[src/rtl/cp0_exc_ctrl.sv]
// CP0 exception/interrupt/ERET sequencer: writes EPC/STATUS, strobes CAUSE, then flushes and redirects.
// Latency: EXC with EXL=0 -> EPC, STATUS, FLUSH at cycles 1/2/3; EXC with EXL=1 or ERET -> STATUS, FLUSH at cycles 1/2.
// Backpressure: busy_o stalls the pipeline from the accept cycle until FLUSH; requests seen while not idle are ignored.
//
// Ports:
//   clk, rst               clock, asynchronous active-high reset
//   inst_*, exc_*, eret_i  MEM-stage instruction and its exception/ERET request
//   status_i/cause_i/epc_i current CP0 register values
//   cp0_we_o/waddr/wdata   CP0 write port (EPC, STATUS)
//   cause_upd_o/exccode/bd CAUSE.ExcCode/BD load strobe
//   busy_o                 stall request (combinational)
//   flush_o/new_pc_o       one-cycle flush plus redirect PC
module cp0_exc_ctrl #(
   parameter logic [31:0] EXC_VECTOR      = 32'h0000_0020,
   parameter logic [4:0]  CP0_STATUS_ADDR = 5'd12,
   parameter logic [4:0]  CP0_EPC_ADDR    = 5'd14
) (
   input  logic        clk,
   input  logic        rst,
   input  logic        inst_valid_i,
   input  logic [31:0] inst_pc_i,
   input  logic        inst_bd_i,
   input  logic        exc_valid_i,
   input  logic [4:0]  exc_code_i,
   input  logic        eret_i,
   input  logic [31:0] status_i,
   input  logic [31:0] cause_i,
   input  logic [31:0] epc_i,
   output logic        cp0_we_o,
   output logic [4:0]  cp0_waddr_o,
   output logic [31:0] cp0_wdata_o,
   output logic        cause_upd_o,
   output logic [4:0]  cause_exccode_o,
   output logic        cause_bd_o,
   output logic        busy_o,
   output logic        flush_o,
   output logic [31:0] new_pc_o
);

   typedef enum logic [1:0] {S_IDLE, S_EPC, S_STAT, S_FLUSH} state_t;

   state_t      state;
   logic [31:0] cap_status;
   logic [31:0] cap_epc;
   logic        cap_exc;

   logic        int_pend;
   logic        acc_exc;
   logic        acc_eret;
   logic        accept;
   logic [4:0]  acc_code;
   logic [31:0] acc_epc_val;
   logic        unused_cause;

   // Interrupt only when enabled, not already at exception level, and some
   // pending line is unmasked; it also needs a real instruction to attach EPC to.
   assign int_pend = inst_valid_i & status_i[0] & ~status_i[1] &
                     (|(cause_i[15:8] & status_i[15:8]));

   // Interrupts and synchronous exceptions share the exception path; ERET loses to both.
   assign acc_exc     = int_pend | (inst_valid_i & exc_valid_i);
   assign acc_eret    = ~acc_exc & inst_valid_i & eret_i;
   assign accept      = (state == S_IDLE) & (acc_exc | acc_eret);
   assign acc_code    = int_pend ? 5'd0 : exc_code_i;
   assign acc_epc_val = inst_bd_i ? (inst_pc_i - 32'd4) : inst_pc_i;

   assign busy_o = accept | (state == S_EPC) | (state == S_STAT);

   assign unused_cause = ^{cause_i[30:16], cause_i[7:0]};

   always_ff @(posedge clk or posedge rst) begin
      if (rst) begin
         state           <= S_IDLE;
         cap_status      <= '0;
         cap_epc         <= '0;
         cap_exc         <= 1'b0;
         cp0_we_o        <= 1'b0;
         cp0_waddr_o     <= '0;
         cp0_wdata_o     <= '0;
         cause_upd_o     <= 1'b0;
         cause_exccode_o <= '0;
         cause_bd_o      <= 1'b0;
         flush_o         <= 1'b0;
         new_pc_o        <= '0;
      end else begin
         // Outputs are produced on the edge that enters a state, so they are
         // valid exactly while that state is occupied.
         cp0_we_o        <= 1'b0;
         cp0_waddr_o     <= '0;
         cp0_wdata_o     <= '0;
         cause_upd_o     <= 1'b0;
         cause_exccode_o <= '0;
         cause_bd_o      <= 1'b0;
         flush_o         <= 1'b0;
         new_pc_o        <= '0;

         case (state)
            S_IDLE: begin
               if (acc_exc | acc_eret) begin
                  cap_status <= status_i;
                  cap_epc    <= epc_i;
                  cap_exc    <= acc_exc;
                  if (acc_exc & ~status_i[1]) begin
                     state           <= S_EPC;
                     cp0_we_o        <= 1'b1;
                     cp0_waddr_o     <= CP0_EPC_ADDR;
                     cp0_wdata_o     <= acc_epc_val;
                     cause_upd_o     <= 1'b1;
                     cause_exccode_o <= acc_code;
                     cause_bd_o      <= inst_bd_i;
                  end else begin
                     state       <= S_STAT;
                     cp0_we_o    <= 1'b1;
                     cp0_waddr_o <= CP0_STATUS_ADDR;
                     cp0_wdata_o <= acc_exc ? (status_i | 32'h2) : (status_i & ~32'h2);
                     // Nested exception: EPC is preserved, so CAUSE.BD keeps
                     // its old value and only ExcCode really changes.
                     if (acc_exc) begin
                        cause_upd_o     <= 1'b1;
                        cause_exccode_o <= acc_code;
                        cause_bd_o      <= cause_i[31];
                     end
                  end
               end
            end
            S_EPC: begin
               // Only exceptions pass through EPC, so EXL is always being set.
               state       <= S_STAT;
               cp0_we_o    <= 1'b1;
               cp0_waddr_o <= CP0_STATUS_ADDR;
               cp0_wdata_o <= cap_status | 32'h2;
            end
            S_STAT: begin
               state    <= S_FLUSH;
               flush_o  <= 1'b1;
               new_pc_o <= cap_exc ? EXC_VECTOR : cap_epc;
            end
            S_FLUSH: begin
               state <= S_IDLE;
            end
            default: begin
               state <= S_IDLE;
            end
         endcase
      end
   end

endmodule

[config.mk]
export PLATFORM = sky130hd
export DESIGN_NAME = cp0_exc_ctrl
export DESIGN_NICKNAME = d
export VERILOG_FILES = /design/src/rtl/cp0_exc_ctrl.sv
export SDC_FILE = /design/constraint.sdc
export NUM_CORES = 1
export LEC_CHECK = 0
export ABC_AREA = 1
export CAP_MARGIN = 20
export CORE_MARGIN = 3
export CORE_UTILIZATION = 46
export DETAILED_ROUTE_END_ITERATION = 16
export GPL_TIMING_DRIVEN = 0
export PLACE_DENSITY_LB_ADDON = 0.2
export RECOVER_POWER = 100
export SYNTH_ARGS = -nofsm -noshare
export SYNTH_HDL_FRONTEND = slang
export SYNTH_SLANG_ARGS = --single-unit
[constraint.sdc]
create_clock -name clk -period 5.3 [get_ports clk]
set_input_delay 1.06 -clock clk [delete_from_list [all_inputs] [get_ports clk]]
set_output_delay 1.06 -clock clk [all_outputs]
set_load 0.005 [all_outputs]
==> impl_metrics.tcl <==
set metrics [dict create \
    synth_area_um2 6546 \
    fillCellCount 1140 \
    drtPass1Iterations 5 \
    critPathMaxFanout 10 \
    drive_above_1_share_pct 6.142 \
    drt_iter0_drc 425 \
    grt-ovfl-total 0 \
    synth_area_per_cell_um2 8.022 \
    track_usage_pct 24.11 \
    place.gp.congestion 0.9792 \
    drtAntennaViolNets 0 \
    wl_per_cell_um 15.13 \
    num_vias 5924 \
    min_period_ns 4.536 \
    area_delta_synth_final_pct 40.62 \
    portBuffers 192 \
    worst_slew_pin_slew_ns 2.815 \
    seq_area_frac_synth_pct 53.52 \
    dp_cells 1186 \
    h-tree-depth 4 \
    leakagePower_nw 4.754 \
    numCtsBuffers 17 \
    clk_latency_ns 0.43 \
    finalMaxSlewViolations 65 \
    hold_buffers 0 \
    yosysWarningCount 0 \
    required_ns 4.24 \
    min_period_over_period_pct 85.59 \
    yosysTopAreaCellShare_pct 53.52 \
    start_kind "input pin" \
    clock.fmax_mhz 220.5 \
    route.detailed.drc 0 \
    synthTopCellsByArea "dfrtp_1 (54%), nand2_1 (15%), inv_1 (5.8%), nor2_1 (5.3%), o21ai_0 (4.1%)" \
    worst-setup-path-type "input pin to primary output" \
    post-cts-setup-buffers 0 \
    clock_skew_ns 0.007335 \
    yosys_register_bits 140 \
    synth.distinct_cells 32 \
    crit_path_cell_trace "dlygate4sd3_1 > nand2_1 > nand2_1 > nor2_1 > nand2_1 > nand2_1 > nand3_1 > nand2_1 > buf_4 > buf_4 > nand3_1 > dlygate4sd3_1" \
    regArea_um2 3503 \
    finalSetupViolations 0 \
    hold_depth 2 \
    worstHoldPathType "flop to flop" \
    grt_pass1_vias 5822 \
    dieArea_um2 15700 \
    row_count 42 \
    fp.dieW_um 125.3 \
    slowest_stage "dlygate4sd3_1" \
    nNetsFinal 1172 \
    yosysTopAreaCell "dfrtp_1" \
    grt_max_degree 77 \
    grt_antenna_before_repair 0 \
    finalInstanceArea_um2 9205 \
    hpwl_um 13890 \
    synth_cells 816 \
    cts.repair.resized 0 \
    core-area_um2 13560 \
    cp_common_cell "nand2_1" \
    max_stage_delay_ns 0.58 \
    rr_worst_depth 8 \
    end_kind "primary output" \
    max_cap_violations 1 \
    final_cells 1218 \
    status "finished with violations" \
    clock-sinks 140 \
    violations "max-capacitance violations, max-slew violations" \
    placed_area_um2 8725 \
    cts-root-buf "clkbuf_16" \
    initial_core_util_pct 48.28 \
    routed_wl_um 18430 \
    cts_tree "yes" \
    hold_viol 0 \
    rsz0062_at_grt "false" \
    pin_count 218 \
    power.density_nw_per_um2 433.8 \
    arrival_ns 3.48 \
    die_y_um 125.3 \
    slew_headroom_pct -88.72 \
    grt_pass1_wl_um 29990 \
    viasPerCell 4.864 \
    multi_input_area_um2 2421 \
    max-vdd-ir-drop_uv 227.9 \
    final_util_pct 67.89 \
    antenna_cells 0 \
    cts_buffer_depth 2 \
    path_clk_slew_ns 0.06 \
]
-- cells in the mapped netlist --
library cell	instances
nor2_8	2
clkbuf_8	1
nor2_4	4
nand3_2	3
ha_1	4
xnor2_1	3
and2_1	1
dfrtp_1	140
buf_6	5
or2_2	1
o21ai_1	17
nand4_1	11
nand3b_1	2
o21bai_1	1
nor2_1	92
o211ai_1	1
nand2_1	269
inv_1	101
o21bai_2	1
buf_2	8
nor2_2	3
inv_2	4
nand3_1	44
a21oi_1	8
conb_1	1
o21ai_0	54
nor3b_1	5
clkbuf_1	11
nand2_4	2
nand2_2	3
buf_4	9
xor2_1	5
-- placed cells by master (no fill, tap or decap), types with 2 or more instances in the layout --
master and n:
xor2_1 5, nand3_1 45, inv_6 8, clkinvlp_4 4, nand3_2 2, nor2_4 4, inv_8 2, nand2_4 2
dfrtp_1 140, o21ai_0 66, clkbuf_1 22, buf_4 8, nor2_1 92, conb_1 2, nor2_8 2, xnor2_1 3
o21ai_1 5, inv_1 101, a21oi_1 8, dlygate4sd3_1 79, nor3b_1 5, buf_2 4, clkdlybuf4s50_1 113, ha_1 4
nand4_1 11, clkbuf_16 17, nand2_1 272, inv_2 3, nor2_2 3, nand3b_1 2
-- worst paths after layout --
check | startpoint | end | slack [ns]
worst max register to register | state[0] | cp0_wdata_o[14] | 2.96
max in group asynchronous | rst | cause_exccode_o[3] | 2.14
worst min register to register | cap_status[25] | cp0_wdata_o[25] | 0.48
min in group asynchronous | rst | new_pc_o[28] | 1.91
worst min-delay path | cap_status[25] | cp0_wdata_o[25] | 0.48
worst max-delay path | status_i[10] | busy_o | 0.76
-- sequential cells by signal, summed over array words and instances, names as in the netlist --
signal	flops
cap_epc	32
cp0_wdata_o	32
new_pc_o	32
cap_status	31
cause_exccode_o	5
cp0_waddr_o	2
state	2
cap_exc	1
cause_bd_o	1
cause_upd_o	1
flush_o	1
-- per-layer routing --
layer	vias up	share of wire [%]	track usage (%)
met3	29	6.5	4.307
met4	0	2.1	8.355
met5	-	0	0
met2	249	47	38.88
met1	2718	44	33.12
li1	2928	-	-
-- kinds of logic after synthesis --
group                      share of synthesized area (%)
AOI/OAI and AO/OA                                  6.441
DFF                                                53.52
adders and majority gates                         0.7646
xor gates and xnor gates                           1.070
other                                            0.05728
buffers and inverters                              9.365
and+or+nand+nor                                    28.78
-- critical path, delay by kind of cell --
kind                   cells  cell delay [ns]
buffers and inverters      4             1.54
and+or+nand+nor            8             0.87
-- where the power goes --
group / switching (mW) / leakage (nW) / internal (mW)
Combinational: 0.703 / 2.67 / 0.560
Sequential: 0.134 / 1.82 / 1.47
Clock: 0.507 / 0.262 / 0.614
Total: 1.35 / 4.75 / 2.65
-- layout make-up --
cell class | count | area share [%]
clock inverter | 15 | 1.386
inverter | 105 | 4.295
timing repair buffer | 193 | 21.18
buffer | 34 | 1.767
tap | 176 | 2.392
multi-input combinational | 538 | 26.30
sequential | 140 | 38.06
clock buffer | 17 | 4.621
-- stage by stage --
stage	setup slack, ns	hold WS (ns)	setup TNS (ns)	power (mW)
after floorplan	0.4871	0.4460	0	2.277
after global placement	-1.348	0.4541	-187.32	2.950
after detailed placement	1.104	0.4639	0	3.001
after CTS	1.094	0.4801	0	4.132
after global routing	0.5774	0.4965	0	4.249
final	0.7639	0.4781	0	3.993
Note: power is estimated with default switching activity, not from simulation.
